===== config.mk =====
export PLATFORM = sky130hd
export DESIGN_NAME = fila_serializer
export DESIGN_NICKNAME = d
export VERILOG_FILES = /design/src/rtl/fila_pkg.sv /design/src/rtl/fila_bit_timer.sv /design/src/rtl/fila_serializer.sv
export SDC_FILE = /design/constraint.sdc
export NUM_CORES = 1
export LEC_CHECK = 0
export BUFFER_PORTS_ARGS = -buffer_cell sky130_fd_sc_hd__clkbuf_2
export CORE_ASPECT_RATIO = 0.7
export CORE_MARGIN = 2
export CORE_UTILIZATION = 57
export CTS_CLUSTER_DIAMETER = 30
export CTS_CLUSTER_SIZE = 16
export DETAILED_ROUTE_END_ITERATION = 8
export PLACE_DENSITY = 0.83
export SETUP_SLACK_MARGIN = 0.2
export SLEW_MARGIN = 40
export SYNTH_ARGS = -nofsm -noshare
export SYNTH_HDL_FRONTEND = slang
export SYNTH_HIERARCHICAL = 1
export SYNTH_SLANG_ARGS = --single-unit

===== constraint.sdc =====
create_clock -name clock -period 4.5 [get_ports clock]
set_input_delay 0 -clock clock [delete_from_list [all_inputs] [get_ports clock]]
set_output_delay 0 -clock clock [all_outputs]
set_load 0.01 [all_outputs]

===== src/rtl/fila_pkg.sv =====
`default_nettype none
// ============================================================================
// Module      : fila_pkg
// Description : Shared types and constants for the fila byte-queue drain
//               stage (serializer FSM states, frame levels, data width).
// Revision    : 1.0 - initial release
// ============================================================================
package fila_pkg;

  // Serializer FSM states; explicit 3-bit encoding keeps the register width fixed
  typedef enum logic [2:0] {
    S_IDLE   = 3'd0,
    S_REQ    = 3'd1,
    S_WAIT   = 3'd2,
    S_START  = 3'd3,
    S_DATA   = 3'd4,
    S_PARITY = 3'd5,
    S_STOP   = 3'd6
  } ser_state_t;

  localparam int   DATA_BITS   = 8;
  localparam logic IDLE_LEVEL  = 1'b1;
  localparam logic START_LEVEL = 1'b0;

endpackage : fila_pkg
`default_nettype wire


===== src/rtl/fila_bit_timer.sv =====
`default_nettype none
// ============================================================================
// Module      : fila_bit_timer
// Description : Serial bit-period timer. Counts CLKS_PER_BIT cycles and
//               raises bit_done on the last cycle of each bit period. The
//               counter reloads to zero on bit_done or when cleared.
// Revision    : 1.0 - initial release
// ============================================================================
module fila_bit_timer
  import fila_pkg::*;
#(
  parameter int CLKS_PER_BIT = 4
) (
  input  logic clock,
  input  logic reset,
  input  logic clear,
  output logic bit_done
);

  localparam int CNT_W = $clog2(CLKS_PER_BIT + 1);
  localparam logic [CNT_W-1:0] LAST_TICK = CNT_W'(CLKS_PER_BIT - 1);

  logic [CNT_W-1:0] tick_count;

  assign bit_done = (tick_count == LAST_TICK);

  // Tick counter: restart at each state entry and at every bit boundary
  always_ff @(posedge clock or negedge reset) begin
    if (!reset) begin
      tick_count <= '0;
    end else if (clear || bit_done) begin
      tick_count <= '0;
    end else begin
      tick_count <= tick_count + 1'b1;
    end
  end

endmodule : fila_bit_timer
`default_nettype wire


===== src/rtl/fila_serializer.sv =====
`default_nettype none
// ============================================================================
// Module      : fila_serializer
// Description : Drain stage for the fila byte queue. Pops one byte at a time
//               (single-cycle deq_out pulse), then sends it on tx_out as
//               start bit, 8 data bits LSB first, optional even parity and
//               stop bit. Counts completed frames modulo 256.
//               Build option: define FILA_SER_PARITY_EN to add the parity bit.
// Revision    : 1.0 - initial release
// ============================================================================
module fila_serializer
  import fila_pkg::*;
#(
  parameter int CLKS_PER_BIT = 4
) (
  input  logic       clock,
  input  logic       reset,
  input  logic       enable_in,
  input  logic [7:0] len_in,
  input  logic [7:0] data_in,
  output logic       deq_out,
  output logic       tx_out,
  output logic       busy_out,
  output logic [7:0] sent_count_out
);

  ser_state_t state;
  ser_state_t state_next;

  logic [DATA_BITS-1:0] shift_reg;
  logic [DATA_BITS-1:0] shift_next;
  logic [2:0]           bit_idx;
  logic [2:0]           bit_idx_next;
  logic [7:0]           count_next;
  logic                 tx_next;
  logic                 deq_next;
  logic                 busy_next;

  logic bit_done;
  logic timer_clear;
  logic frame_ok;
  logic last_data_bit;

  // A new frame may start only when allowed and the queue is not empty
  assign frame_ok      = enable_in && (len_in != 8'd0);
  assign last_data_bit = (bit_idx == 3'(DATA_BITS - 1));

  // Every state change restarts the bit period so each state gets full bits
  assign timer_clear = (state_next != state);

  fila_bit_timer #(
    .CLKS_PER_BIT (CLKS_PER_BIT)
  ) u_bit_timer (
    .clock    (clock),
    .reset    (reset),
    .clear    (timer_clear),
    .bit_done (bit_done)
  );

  // State register
  always_ff @(posedge clock or negedge reset) begin
    if (!reset) begin
      state <= S_IDLE;
    end else begin
      state <= state_next;
    end
  end

  // Next-state logic; a frame in progress always runs to its stop bit
  always_comb begin
    state_next = state;
    case (state)
      S_IDLE:  if (frame_ok) state_next = S_REQ;
      S_REQ:   state_next = S_WAIT;
      S_WAIT:  state_next = S_START;
      S_START: if (bit_done) state_next = S_DATA;
      S_DATA: begin
        if (bit_done && last_data_bit) begin
`ifdef FILA_SER_PARITY_EN
          state_next = S_PARITY;
`else
          state_next = S_STOP;
`endif
        end
      end
`ifdef FILA_SER_PARITY_EN
      S_PARITY: if (bit_done) state_next = S_STOP;
`endif
      S_STOP:  if (bit_done) state_next = frame_ok ? S_REQ : S_IDLE;
      default: state_next = S_IDLE;
    endcase
  end

  // Output and datapath next values, derived from the next state so that the
  // registered outputs line up with the state they belong to
  always_comb begin
    shift_next   = shift_reg;
    bit_idx_next = bit_idx;
    count_next   = sent_count_out;

    // The queue's registered head is valid during WAIT
    if (state == S_WAIT) begin
      shift_next = data_in;
    end

    // Rotate rather than shift so the full byte survives for the parity bit
    if ((state == S_DATA) && bit_done) begin
      shift_next   = {shift_reg[0], shift_reg[DATA_BITS-1:1]};
      bit_idx_next = bit_idx + 3'd1;
    end

    if ((state == S_STOP) && bit_done) begin
      count_next = sent_count_out + 8'd1;
    end

    deq_next  = (state_next == S_REQ);
    busy_next = (state_next != S_IDLE);

    case (state_next)
      S_START:  tx_next = START_LEVEL;
      S_DATA:   tx_next = shift_next[0];
`ifdef FILA_SER_PARITY_EN
      S_PARITY: tx_next = ^shift_reg;
`endif
      default:  tx_next = IDLE_LEVEL;
    endcase
  end

  // Output and datapath registers; reset drops any popped byte in flight
  always_ff @(posedge clock or negedge reset) begin
    if (!reset) begin
      tx_out         <= IDLE_LEVEL;
      deq_out        <= 1'b0;
      busy_out       <= 1'b0;
      sent_count_out <= 8'd0;
      shift_reg      <= '0;
      bit_idx        <= 3'd0;
    end else begin
      tx_out         <= tx_next;
      deq_out        <= deq_next;
      busy_out       <= busy_next;
      sent_count_out <= count_next;
      shift_reg      <= shift_next;
      bit_idx        <= bit_idx_next;
    end
  end

endmodule : fila_serializer
`default_nettype wire


==> impl_metrics.ini <==
[critical_path]
r2r-start = u_bit_timer/tick_count[0]
r2r_setup_slack_ps = 2460
required_ps = 4760
crit_chain = ha_1 > ha_1 > and4bb_4 > o2bb2ai_2 > or3b_1 > a2bb2oi_1
worstSetupPathType = flop to flop
critPathCaptureType = flop
crit_top_cell = ha_1
crit_fanout = 20
startpoint_type = flop
slowest_delay_ps = 410
crit_arrival_ps = 2300
reg2reg_to = tx_out
cp_slowest_cell = dfrtp_1
reg2reg_depth = 6

[power]
swShare_pct = 35.47
combPwrFrac_pct = 37.0
ir_drop_mv = 0.2418
p_per_area_nw_per_um2 = 490.4
internal_power_mw = 0.5171
p_leak_nw = 0.7950
switching_power_mw = 0.2842
clkPwrFrac_pct = 14.8
seqPwrFrac_pct = 48.2

[finish]
syn2layout_area_growth_pct = 18.51
fill_cells = 179
drive_above_1_share_pct = 25.32
final-seq-area_um2 = 701.9
multiInputGateArea_um2 = 609.3
final_area_um2 = 1634
num-nets-final = 179
num_antenna_cells = 0
postLayoutCoreUtil_pct = 73.45

[synth]
yosysSeqAreaShare_pct = 50.91
yosys.area.top_type = dfrtp_1
netlist_top_cells_area = dfrtp_1 49%, mux2i_1 5.8%, ha_1 4.5%
ys_warn_count = 6
synthArstFlopShare_pct = 100.0
synth_flop_cell = dfrtp_1
synth_most_common_cell = dfrtp_1
netlist_instances = 120
synth_edf_count = 0
syn_avg_cell_area_um2 = 11.49
synth_cell_types = 38
synth_top_area_share_pct = 49.00
syn-cell-area_um2 = 1379
syn_nets = 144
synth_commonest_cells = 27 x dfrtp_1, 13 x nand2_1, 8 x mux2i_1
ys_ff_latch = 28

[timing]
fin_crit_ps = 2037
fin_skew_ps = 1.979
setup_viol = 0
report.final.slew_viol_count = 0
tightest_slew_ps = 671.8
layout_worst_path_cycle_share_pct = 45.26
fin_setup_tns_ps = 0
setup_ws_ps = 2463
relSlewSlack_pct = 55.21
grt_setup_unrepaired = false
hold_violations = 0
holdWs_ps = 224.6
fmax_mhz = 491.0

[placement]
place_area_um2 = 1501
io_buffers = 29
gp_congestion = 0.7215
pre_cts_slack_ps = 2495
place_hpwl_mm = 1.771

[clock_network]
post-cts-setup-buffer-count = 0
cts_buffer_depth = 2
cts_max_level = 1
clk-insertion-delay-late_ps = 320
cts_tree = built
cts_inserted_buffers = 3
cts_resized = 0
root_buffer = clkbuf_4
clkSinkCount = 28
clkTransAtPathRegs_ps = 140

[die]
ios = 30
start_util_pct = 61.98
dieArea_um2 = 2835
coreArea_um2 = 2225
die_x_um = 62.79
die_h_um = 45.15
rows = 14

[routing]
routed_via_density = 5.398
avgRoutedWirePerCell_um = 14.02
drt-total-wl_mm = 2.607
drt_iter0_drc = 42
ant_nets = 0
dr.pass1.iters = 4
drcViolationCount = 0
vias = 1004

[global_route]
grt_overflow = 0
groute.usage.overall_pct = 20.65
antenna_found_initial = 0
grt_pass1_vias = 954
grt_pass1_wl_mm = 4.395
grt_max_degree = 29

[run_status]
status = finished, final reports clean

[flow_run]
maxCapViolCount = 0

[worst_hold_path]
min_path_type = input port to async pin
-- timing repair --
action | CTS | global route
endpoints found under the setup margin | 0 | 0
hold buffers | 9 | 0
hold endpoints to repair | 35 | 0
-- through the flow --
stage / power (mW) / cells
detailed placement: 0.6731 / 173
CTS: 0.7988 / 186
global placement: 0.6548 / 173
floorplan: 0.6166 / 120
finish: 0.8013 / 186
global route: 0.8664 / 186
-- worst max-delay path: cells and delay by family (launching register included) --
kind                     cells  cell delay (ps)
flip-flops                   1              410
adder cells (fa/ha/maj)      2              520
AO/OA/AOI/OAI                2              300
AND/OR/NAND/NOR              2              740
-- cell families after synthesis --
family / after synthesis / share of synthesized area [%]
and+or+nand+nor: 37 / 16.06
DFF: 28 / 50.91
AOI/OAI and AO/OA: 19 / 9.165
buffers and inverters: 11 / 5.354
muxes: 11 / 8.258
xor gates and xnor gates: 9 / 5.717
adders and majority gates: 5 / 4.537
-- power by group through the flow --
stage	clock [mW]	sequential [mW]	combinational, mW
after global placement	0	0.383	0.271
after CTS	0.122	0.383	0.293
after global routing	0.134	0.399	0.333
after floorplan	0	0.363	0.253
final	0.119	0.386	0.296
after detailed placement	0	0.389	0.284
-- placed cells by master, fill, tap and decap left out, types with 2 or more instances in the layout --
| cell type | count |
|---|---|
| xor2_1 | 3 |
| nand3_1 | 2 |
| clkbuf_2 | 29 |
| and3_1 | 2 |
| ha_1 | 5 |
| nand2_1 | 13 |
| clkbuf_4 | 3 |
| nor3_1 | 3 |
| inv_1 | 3 |
| nand2b_1 | 3 |
| o21ai_1 | 7 |
| dlygate4sd3_1 | 9 |
| dfrtp_1 | 27 |
| mux2_1 | 3 |
| mux2i_1 | 8 |
| xnor2_1 | 6 |
| a21oi_1 | 3 |
| nor4_1 | 2 |
| nand4_1 | 2 |
-- metal layers --
metal | routed length [um] | GRT usage (%)
met1 | 1164 | 26.73
met2 | 1299 | 37.20
met3 | 143 | 5.237
met4 | 0 | 2.667
met5 | 0 | 0
-- worst max-delay path by stage --
stage / start / slack, ps / end / cells past startpoint
3_5_place_dp: u_bit_timer/tick_count[0] / 2500 / tx_out / 6
3_3_place_gp: u_bit_timer/tick_count[0] / 2590 / tx_out / 6
6_report: u_bit_timer/tick_count[0] / 2460 / tx_out / 6
2_1_floorplan: u_bit_timer/tick_count[0] / 2690 / tx_out / 7
5_1_grt: u_bit_timer/tick_count[0] / 2370 / tx_out / 6
4_1_cts: u_bit_timer/tick_count[0] / 2480 / tx_out / 6
-- cell type report --
type,instances,area share [%]
sequential,28,42.96
multi-input combinational,81,37.29
timing repair buffer,38,14.40
tap,32,2.450
clock buffer,4,2.221
inverter,3,0.6891
(Power assumes the default switching activity.)
